## src/rtl/apb_native_arbiter_pkg.sv

```systemverilog
// Shared types and constants for the native-bus to APB-converter arbiter.
// The optional watchdog is enabled by defining ARB_TIMEOUT_EN.
package apb_arb_pkg;

    localparam int ADDR_W          = 8;
    localparam int DATA_W          = 8;
    localparam int GRANT_W         = 3;
    localparam int DEFAULT_TIMEOUT = 64;

    typedef enum logic [1:0] {
        IDLE    = 2'd0,
        BUSY    = 2'd1,
        RELEASE = 2'd2
    } arb_state_e;

endpackage

```

## src/rtl/apb_native_arbiter_rr_picker.sv

```systemverilog
// Combinational round-robin picker: searches from last_grant+1 upward (mod NUM_REQ)
// for the first asserted request.
module rr_picker
    import apb_arb_pkg::*;
#(
    parameter int NUM_REQ = 4
) (
    input  logic [NUM_REQ-1:0] req_valid,
    input  logic [GRANT_W-1:0] last_grant,
    output logic [GRANT_W-1:0] winner,
    output logic               any_req
);

    logic [7:0] valid8;
    logic [3:0] idx;
    logic       found;

    always_comb begin
        valid8                = '0;
        valid8[NUM_REQ-1:0]   = req_valid;
        winner                = last_grant;
        found                 = 1'b0;
        idx                   = '0;
        for (int off = 1; off <= NUM_REQ; off++) begin
            idx = {1'b0, last_grant} + 4'(off);
            if (idx >= 4'(NUM_REQ)) begin
                idx = idx - 4'(NUM_REQ);
            end
            if (!found && valid8[idx[2:0]]) begin
                winner = idx[2:0];
                found  = 1'b1;
            end
        end
        any_req = |req_valid;
    end

endmodule

```

## src/rtl/apb_native_arbiter.sv

```systemverilog
// Arbitrates NUM_REQ native-bus requesters onto a single read/write converter port.
// Define ARB_TIMEOUT_EN to add a BUSY-state watchdog that completes stuck transfers with req_err.
module apb_native_arbiter
    import apb_arb_pkg::*;
#(
    parameter int NUM_REQ = 4,
    parameter int TIMEOUT = DEFAULT_TIMEOUT
) (
    input  logic                      pclk,
    input  logic                      presetn,
    input  logic [NUM_REQ-1:0]        req_valid,
    input  logic [NUM_REQ-1:0]        req_write,
    input  logic [NUM_REQ*ADDR_W-1:0] req_addr,
    input  logic [NUM_REQ*DATA_W-1:0] req_wdata,
    output logic [NUM_REQ-1:0]        req_ack,
    output logic [DATA_W-1:0]         req_rdata,
    output logic                      req_err,
    output logic                      write_req,
    output logic                      read_req,
    output logic [ADDR_W-1:0]         write_addr,
    output logic [DATA_W-1:0]         write_data,
    output logic [ADDR_W-1:0]         read_addr,
    input  logic                      write_ack,
    input  logic                      read_ack,
    input  logic [DATA_W-1:0]         read_data,
    output logic [GRANT_W-1:0]        grant_id
);

    localparam logic [1:0] S_IDLE    = IDLE;
    localparam logic [1:0] S_BUSY    = BUSY;
    localparam logic [1:0] S_RELEASE = RELEASE;

    logic [1:0]         state;
    logic [GRANT_W-1:0] winner;
    logic               any_req;
    logic               ack_match;
    logic               timeout_hit;
    logic [NUM_REQ-1:0] ack_vec;
    logic [7:0]         write_vec;
    logic [ADDR_W-1:0]  addr_arr  [8];
    logic [DATA_W-1:0]  wdata_arr [8];

    rr_picker #(.NUM_REQ(NUM_REQ)) u_picker (
        .req_valid  (req_valid),
        .last_grant (grant_id),
        .winner     (winner),
        .any_req    (any_req)
    );

    // Unpack requester fields into 8-entry arrays so the 3-bit winner indexes them directly.
    always_comb begin
        write_vec              = '0;
        write_vec[NUM_REQ-1:0] = req_write;
        for (int i = 0; i < 8; i++) begin
            addr_arr[i]  = '0;
            wdata_arr[i] = '0;
        end
        for (int i = 0; i < NUM_REQ; i++) begin
            addr_arr[i]  = req_addr[i*ADDR_W +: ADDR_W];
            wdata_arr[i] = req_wdata[i*DATA_W +: DATA_W];
        end
        ack_vec = '0;
        for (int i = 0; i < NUM_REQ; i++) begin
            if (grant_id == GRANT_W'(i)) begin
                ack_vec[i] = 1'b1;
            end
        end
    end

    assign ack_match = write_req ? write_ack : read_ack;

`ifdef ARB_TIMEOUT_EN
    localparam int CNT_W = $clog2(TIMEOUT + 1);

    logic [CNT_W-1:0] wd_cnt;
    logic             err_q;

    always_ff @(posedge pclk or negedge presetn) begin
        if (!presetn) begin
            wd_cnt <= '0;
            err_q  <= 1'b0;
        end else begin
            if (state == S_IDLE && any_req) begin
                wd_cnt <= '0;
            end else if (state == S_BUSY) begin
                wd_cnt <= wd_cnt + 1'b1;
            end
            err_q <= (state == S_BUSY) && !ack_match && timeout_hit;
        end
    end

    assign timeout_hit = (state == S_BUSY) && (wd_cnt == CNT_W'(TIMEOUT - 1));
    assign req_err     = err_q;
`else
    assign timeout_hit = 1'b0;
    assign req_err     = 1'b0;
`endif

    // Request outputs go low on completion and stay low through RELEASE and IDLE,
    // so the converter always sees a gap before the next grant.
    always_ff @(posedge pclk or negedge presetn) begin
        if (!presetn) begin
            state      <= S_IDLE;
            req_ack    <= '0;
            req_rdata  <= '0;
            write_req  <= 1'b0;
            read_req   <= 1'b0;
            write_addr <= '0;
            write_data <= '0;
            read_addr  <= '0;
            grant_id   <= GRANT_W'(NUM_REQ - 1);
        end else begin
            case (state)
                S_IDLE: begin
                    if (any_req) begin
                        grant_id <= winner;
                        state    <= S_BUSY;
                        if (write_vec[winner]) begin
                            write_req  <= 1'b1;
                            write_addr <= addr_arr[winner];
                            write_data <= wdata_arr[winner];
                        end else begin
                            read_req  <= 1'b1;
                            read_addr <= addr_arr[winner];
                        end
                    end
                end
                S_BUSY: begin
                    if (ack_match || timeout_hit) begin
                        req_ack    <= ack_vec;
                        req_rdata  <= (read_req && ack_match) ? read_data : '0;
                        write_req  <= 1'b0;
                        read_req   <= 1'b0;
                        write_addr <= '0;
                        write_data <= '0;
                        read_addr  <= '0;
                        state      <= S_RELEASE;
                    end
                end
                S_RELEASE: begin
                    req_ack   <= '0;
                    req_rdata <= '0;
                    state     <= S_IDLE;
                end
                default: begin
                    state <= S_IDLE;
                end
            endcase
        end
    end

endmodule

```

## config.mk

```make
export PLATFORM = sky130hd
export DESIGN_NAME = apb_native_arbiter
export DESIGN_NICKNAME = d
export VERILOG_FILES = /design/src/rtl/apb_native_arbiter_pkg.sv /design/src/rtl/apb_native_arbiter_rr_picker.sv /design/src/rtl/apb_native_arbiter.sv
export SDC_FILE = /design/constraint.sdc
export NUM_CORES = 1
export LEC_CHECK = 0
export CORE_MARGIN = 8
export CORE_UTILIZATION = 43
export CTS_CLUSTER_DIAMETER = 40
export DETAILED_ROUTE_END_ITERATION = 7
export PLACE_DENSITY_LB_ADDON = 0.15
export SETUP_SLACK_MARGIN = 0.02
export SYNTH_ARGS = -nofsm -noshare
export SYNTH_HDL_FRONTEND = slang
export SYNTH_HIERARCHICAL = 1
export SYNTH_SLANG_ARGS = --single-unit
```

## constraint.sdc

```tcl
create_clock -name pclk -period 5.21 [get_ports pclk]
set_clock_uncertainty 0.1 [all_clocks]
set_input_delay 1.563 -clock pclk [delete_from_list [all_inputs] [get_ports pclk]]
set_output_delay 1.563 -clock pclk [all_outputs]
set_load 0.005 [all_outputs]
```

After elaboration in Yosys (flattened, before gate mapping)

Cells that the tools add are included.

Flip-flop bits (word level): 43
Bits in latches: 0
Memory bits (writable): 0
Memory bits (read-only): 0
Input port bits: 84
Output and inout bits: 42
Word-level logic and storage cells: 111
Memories kept: 0

Add/subtract/negate cells: 8
Multipliers: 0
Divide/modulo/power cells: 0
Order comparisons: 10
Equality and inequality tests: 9
Shifts and indexed selects: 0
Muxes and demuxes: 57
Bitwise logic cells: 1
Reduce and logical (&&, ||, !) cells: 17

Operators with widths:

| operator                                             | number |
|---|---|
| 2-to-1 mux 8 bit                                     | 13 |
| case mux 8 bit (2 select lines)                      | 4 |
| binary-select mux 8 bit (select 3 bit)               | 2 |
| 2-to-1 mux 3 bit                                     | 8 |
| < comparator 3 x 4 -> 1 bit (second input constant)  | 5 |
| 2-to-1 mux 1 bit                                     | 18 |
| >= comparator 4 x 3 -> 1 bit (second input constant) | 4 |
| binary-select mux 1 bit (select 3 bit)               | 5 |
| subtractor 3 bit (second input constant)             | 4 |
| adder 3 x 2 -> 4 bit (second input constant)         | 2 |
| != test 2 bit (second input constant)                | 4 |
| case mux 4 bit (2 select lines)                      | 1 |
| AND reduction 4 bit                                  | 2 |
| == test 3 x 2 -> 1 bit (second input constant)       | 2 |
| AND reduction 2 bit                                  | 3 |
| adder 3 x 1 -> 4 bit (second input constant)         | 1 |
| adder 3 x 3 -> 4 bit (second input constant)         | 1 |
| >= comparator 4 bit (second input constant)          | 1 |
| logical AND 1 bit                                    | 4 |
| 2-to-1 mux 2 bit                                     | 2 |
| 2-to-1 mux 4 bit                                     | 1 |
| inverter 3 -> 4 bit                                  | 1 |
| case mux 1 bit (2 select lines)                      | 2 |
| case mux 2 bit (2 select lines)                      | 1 |
| 8 further kinds                                      | 11 |

Depth between registers and ports, before layout

Depth after elaboration: 22
Depth in mapped cells: 14
Gate-level depth less buffers: 10

Cells and area by module

The synthesis kept the hierarchy.

By module, submodules not included:

| module             | times used | cells each | area each (µm²) | sequential area each (µm²) |
|---|---|---|---|---|
| apb_native_arbiter | 1          | 193        | 2197.1          | 1078.5 |
| rr_picker          | 1          | 35         | 286.5           | 0.0 |

Least setup slack after synthesis

Ideal clock, no wire load.

Path kind: input -> register
Start point: in req_valid[2]
End point: reg write_addr[0]
Setup time: 0.129 ns
Data arrival time: 3.835 ns
Required time: 4.981 ns
Path slack: 1.146 ns
Stages on the path: 11
Path buffers: 3
Cell sequence: and2_4 a211o_1 a311oi_1 o22ai_1 buf_6 mux2_4 a222oi_1 or2_1 buf_6 buf_8 o21ai_0

Cells in the longest elaborated chain, start to end: 19
Elaborated cells between the ends (all ways): 34
Those cells by class: eq/ne (2); mux (23); bitwise (1); reduce/logical (8)

RTL lines:

| element                                             | line                               | source |
|---|---|---|
| start, declared                                     | apb_native_arbiter.sv:11           | `input logic [NUM_REQ-1:0] req_valid,` |
| binary-select mux 1 bit (select 3 bit)              | apb_native_arbiter_rr_picker.sv:29 | `if (!found && valid8[idx[2:0]]) begin` |
| 2-to-1 mux 1 bit (implied by the code)              | apb_native_arbiter_rr_picker.sv:29 |  |
| 2-to-1 mux 1 bit                                    | apb_native_arbiter_rr_picker.sv:29 |  |
| zero test 1 bit                                     | apb_native_arbiter_rr_picker.sv:29 |  |
| logical AND 1 bit                                   | apb_native_arbiter_rr_picker.sv:29 |  |
| 2-to-1 mux 1 bit                                    | apb_native_arbiter_rr_picker.sv:29 |  |
| zero test 1 bit                                     | apb_native_arbiter_rr_picker.sv:29 |  |
| logical AND 1 bit                                   | apb_native_arbiter_rr_picker.sv:29 |  |
| [... 3 more ...]                                    | --                                 |  |
| 2-to-1 mux 3 bit (*)                                | apb_native_arbiter_rr_picker.sv:29 |  |
| via winner[1]                                       | apb_native_arbiter.sv:34           | `logic [GRANT_W-1:0] winner;` |
| inverter 3 -> 4 bit (implied by the code)           | apb_native_arbiter.sv:120          | `write_addr <= addr_arr[winner];` |
| binary-select mux 8 bit (select 3 bit)              | apb_native_arbiter.sv:120          |  |
| 2-to-1 mux 8 bit (implied by the code) (2 in a row) | apb_native_arbiter.sv:120          |  |
| 2-to-1 mux 8 bit                                    | apb_native_arbiter.sv:118          | `if (write_vec[winner]) begin` |
| 2-to-1 mux 8 bit                                    | apb_native_arbiter.sv:115          | `if (any_req) begin` |
| case mux 8 bit (2 select lines)                     | apb_native_arbiter.sv:113          | `case (state)` |
| end signal, assigned                                | apb_native_arbiter.sv:120          |  |
| end, declared                                       | apb_native_arbiter.sv:20           | `output logic [ADDR_W-1:0] write_addr,` |

The timed path passes the listed nets; every way through them passes the cells marked *. The select of a mux whose other input is x is not followed.
A chain may end at the register's enable or synchronous reset.

Final worst setup path

Start point: in req_valid[2]
End point: reg write_addr[6]

The elaborated chain is that of the path after synthesis.

==> summary.txt <==
Worst setup path
  – CP arrival: 4.48 ns
  – WP data required: 5.27 ns
  – CP Class: input pin to register
  – CP max-delay cell: or2_1
  – Crit path cell chain: clkdlybuf4s50_1, and2_4, a211o_1, a311oi_1, o22ai_4, mux2_4, a222oi_1, or2_1, o21ai_0
  – CP top delay family: compound AO/OA/AOI/OAI gates
  – WP buf/inv: 1
  – CP Max Fanout: 16
  – CP Capture Type: register
  – Max incr delay on CP: 0.48 ns
  – Worst setup SP type: input pin
  – R2r setup slk: 1.49 ns

Detailed routing
  – Via density: 5.456
  – Antenna Nets Post-Route: 0
  – Drt drc: 0
  – First-pass iteration count of the detailed router: 4
  – WL final: 7.592 mm
  – Routed vias: 2308
  – WL/cell: 17.95 µm
  – Detailed Route Iter0 Violations: 86

STA
  – Tcrit/Tclk final: 0.8485
  – Max-slew violations: 0
  – Hold Vio Cnt, Final: 0
  – Achievable Freq: 226.2 MHz
  – Minimum clock period: 4.421 ns
  – RSZ-0062 raised after global routing: no
  – Setup TNS: 0 ns
  – Max_slew headroom: 0.3620
  – Setup violations, final: 0
  – Slew @ Worst Pin: 0.9497 ns

Clock tree
  – CTS tree: yes
  – CTS Hold Bufs: 0
  – Num CTS Buffers: 5
  – Clock Path Buffers: 2
  – CTS clk-pin slew, worst paths: 0.08 ns
  – Skew-Pair Late Insertion Delay: 0.30 ns
  – Clk sinks: 43
  – Clk root buf: clkbuf_8
  – Post-CTS Setup Inserts: 0
  – Post-cts sizing count: 0
  – H-tree depth: 2

Power and ir drop
  – Static Leak: 1.626 nW
  – Total power: 0.002462 W
  – Clock power share: 0.109
  – Power share of the sequential group: 0.245
  – VDD IR max: 0.3381 mV
  – Sw Share: 0.4034
  – P_int: 0.001469 W
  – NetSw: 0.0009933 W
  – Combinational Power Share: 0.646
  – Pwr dens: 634.4 mW/mm²

Layout
  – N_diodes: 0
  – Fill cells: 453
  – Area of the multi-input gates: 0.001284 mm²
  – Final #Nets: 436
  – Register Area: 0.001079 mm²
  – Share of cells above drive strength 1: 0.09402
  – Layout area overhead: 56.27%

Logic synthesis
  – Synth Net Count: 314
  – Ys async rst share: 1.000
  – EDFF count, synth: 0
  – Unique masters post-synth: 48
  – Post-synthesis area per instance: 10.89 µm²
  – Ys flop type: dfrtp_1
  – Area fraction of the dominant cell type after synthesis: 0.4131
  – Largest cells by area after synthesis: dfrtp_1, mux4_2, mux2i_1
  – Yosys warns: 6
  – Mapped Cells: 228
  – Synth Register Bits: 43
  – Register area share after synthesis: 0.4343
  – Post-Syn Area: 0.002484 mm²
  – Yosys top cell by area: dfrtp_1

Die
  – Die width: 92 µm
  – Row count: 27
  – Die area: 0.008464 mm²
  – Chip Height: 92 µm
  – Core area: 0.005540 mm²
  – Starting density of the core: 0.4483
  – # IOs: 126

Global route
  – Global-route wire length before repair: 12.32 mm
  – Grt ovf: 0
  – Vias in the first global route: 2361
  – Initial antenna violation count: 0
  – All-Layer GR Usage: 0.1824
  – Largest net degree at the start of global routing: 44

Job
  – Maxcap violations: 0

Placement
  – GP Congestion: 0.8082
  – IO buf count: 124
  – Hpwl dp: 5.970 mm

Hold path
  – Min-delay worst type: register to register

Run status
  – Status: completed
metal layers:
metal  GRT usage  share of wire  wire [µm]
met3     0.07090          0.081        617
met5           0              0          0
met4     0.05638          0.020        153
met2      0.3057           0.51       3845
met1      0.2096           0.39       2976
through the flow:
stage	hold slack (ns)	setup WS (ns)	area, µm²	instances	utilization
6_report	0.3932	0.7893	3881	423	0.7005
5_1_grt	0.4230	0.5473	3881	423	0.7005
4_1_cts	0.4013	0.7967	3881	423	0.7005
3_5_place_dp	0.3823	0.4415	3764	415	0.6793
3_3_place_gp	0.3753	0.6214	3764	415	0.6793
2_1_floorplan	0.3893	1.146	2484	228	-
flip-flops by register name (all words and copies together) (netlist names):
| name | cells |
|---|---|
| req_rdata | 8 |
| read_addr | 8 |
| write_addr | 8 |
| write_req | 1 |
| write_data | 8 |
| req_ack | 4 |
| state | 2 |
| grant_id | 3 |
| read_req | 1 |
power by group through the flow:
stage / combinational [W] / clock (W) / sequential, W
floorplan: 0.00108 / 0 / 0.000582
global placement: 0.00157 / 0 / 0.000603
global route: 0.00176 / 0.000287 / 0.000625
detailed placement: 0.00161 / 0 / 0.000604
finish: 0.00159 / 0.000269 / 0.000603
CTS: 0.00161 / 0.000274 / 0.000601
cells in the final DEF, fill, tap and decap left out, drive strengths merged, types with 3 or more instances in the layout:
master | Yosys | final
a21oi | 3 | 3
a22o | 10 | 10
buf | 7 | 4
clkbuf | 5 | 6
clkdlybuf4s50 | 0 | 123
dfrtp | 41 | 41
inv | 14 | 14
mux2 | 7 | 7
mux2i | 18 | 18
mux4 | 10 | 10
nand2 | 6 | 6
nand2b | 3 | 3
nand3 | 16 | 16
nor2 | 8 | 8
nor2b | 5 | 5
o21ai | 34 | 34
o22a | 8 | 8
area by class of cell:
| class | instances | share of cell area |
|---|---|---|
| well taps | 72 | 0.02321 |
| repair buffers | 127 | 0.3243 |
| clock inverters | 2 | 0.009026 |
| clock buffers | 6 | 0.02128 |
| multi-input cells | 159 | 0.3308 |
| inverters | 14 | 0.01354 |
| flip-flops and latches | 43 | 0.2779 |
worst reg2reg max path, cell delays in order, from the launching register on:
cell,delay (ns)
dfstp_2,0.74
inv_1,0.09
ha_1,0.19
nand2b_1,0.19
a211o_1,0.29
a311oi_1,0.47
o22ai_4,0.16
mux2_4,0.34
a222oi_1,0.33
or2_1,0.48
o21ai_0,0.19
logic make-up after synthesis:
logic type | Yosys count | synth area share
AO/OA/AOI/OAI | 70 | 0.1874
flip-flops | 43 | 0.4343
AND/OR/NAND/NOR | 51 | 0.1129
adder cells (fa/ha/maj) | 2 | 0.01007
multiplexers | 35 | 0.1995
buffers and inverters | 26 | 0.05441
other | 1 | 0.001510
cell usage after synthesis (all sizes together) (2+ instances only):
| library cell | count |
|---|---|
| o21a | 2 |
| a22o | 10 |
| nor2b | 5 |
| o21ai | 34 |
| ha | 2 |
| mux4 | 10 |
| mux2 | 7 |
| nand2 | 6 |
| o22a | 8 |
| clkbuf | 5 |
| buf | 7 |
| nor3 | 2 |
| dfstp | 2 |
| nand2b | 3 |
| inv | 14 |
| a21oi | 3 |
| dfrtp | 41 |
| a32o | 2 |
| nand3 | 16 |
| a31oi | 2 |
| nor2 | 8 |
| and2 | 2 |
| mux2i | 18 |
final timing paths:
kind,endpoint,depth (start not counted),from
worst max-delay path,write_addr[6],9,req_valid[2]
worst min-delay path,req_ack[1],1,req_ack[1]
worst max register to register,write_addr[6],10,grant_id[0]
worst min register to register,req_ack[1],1,req_ack[1]
max in group asynchronous,write_addr[2],1,presetn
min in group asynchronous,req_ack[3],1,presetn
No activity file was read; power rests on OpenSTA's default activity.
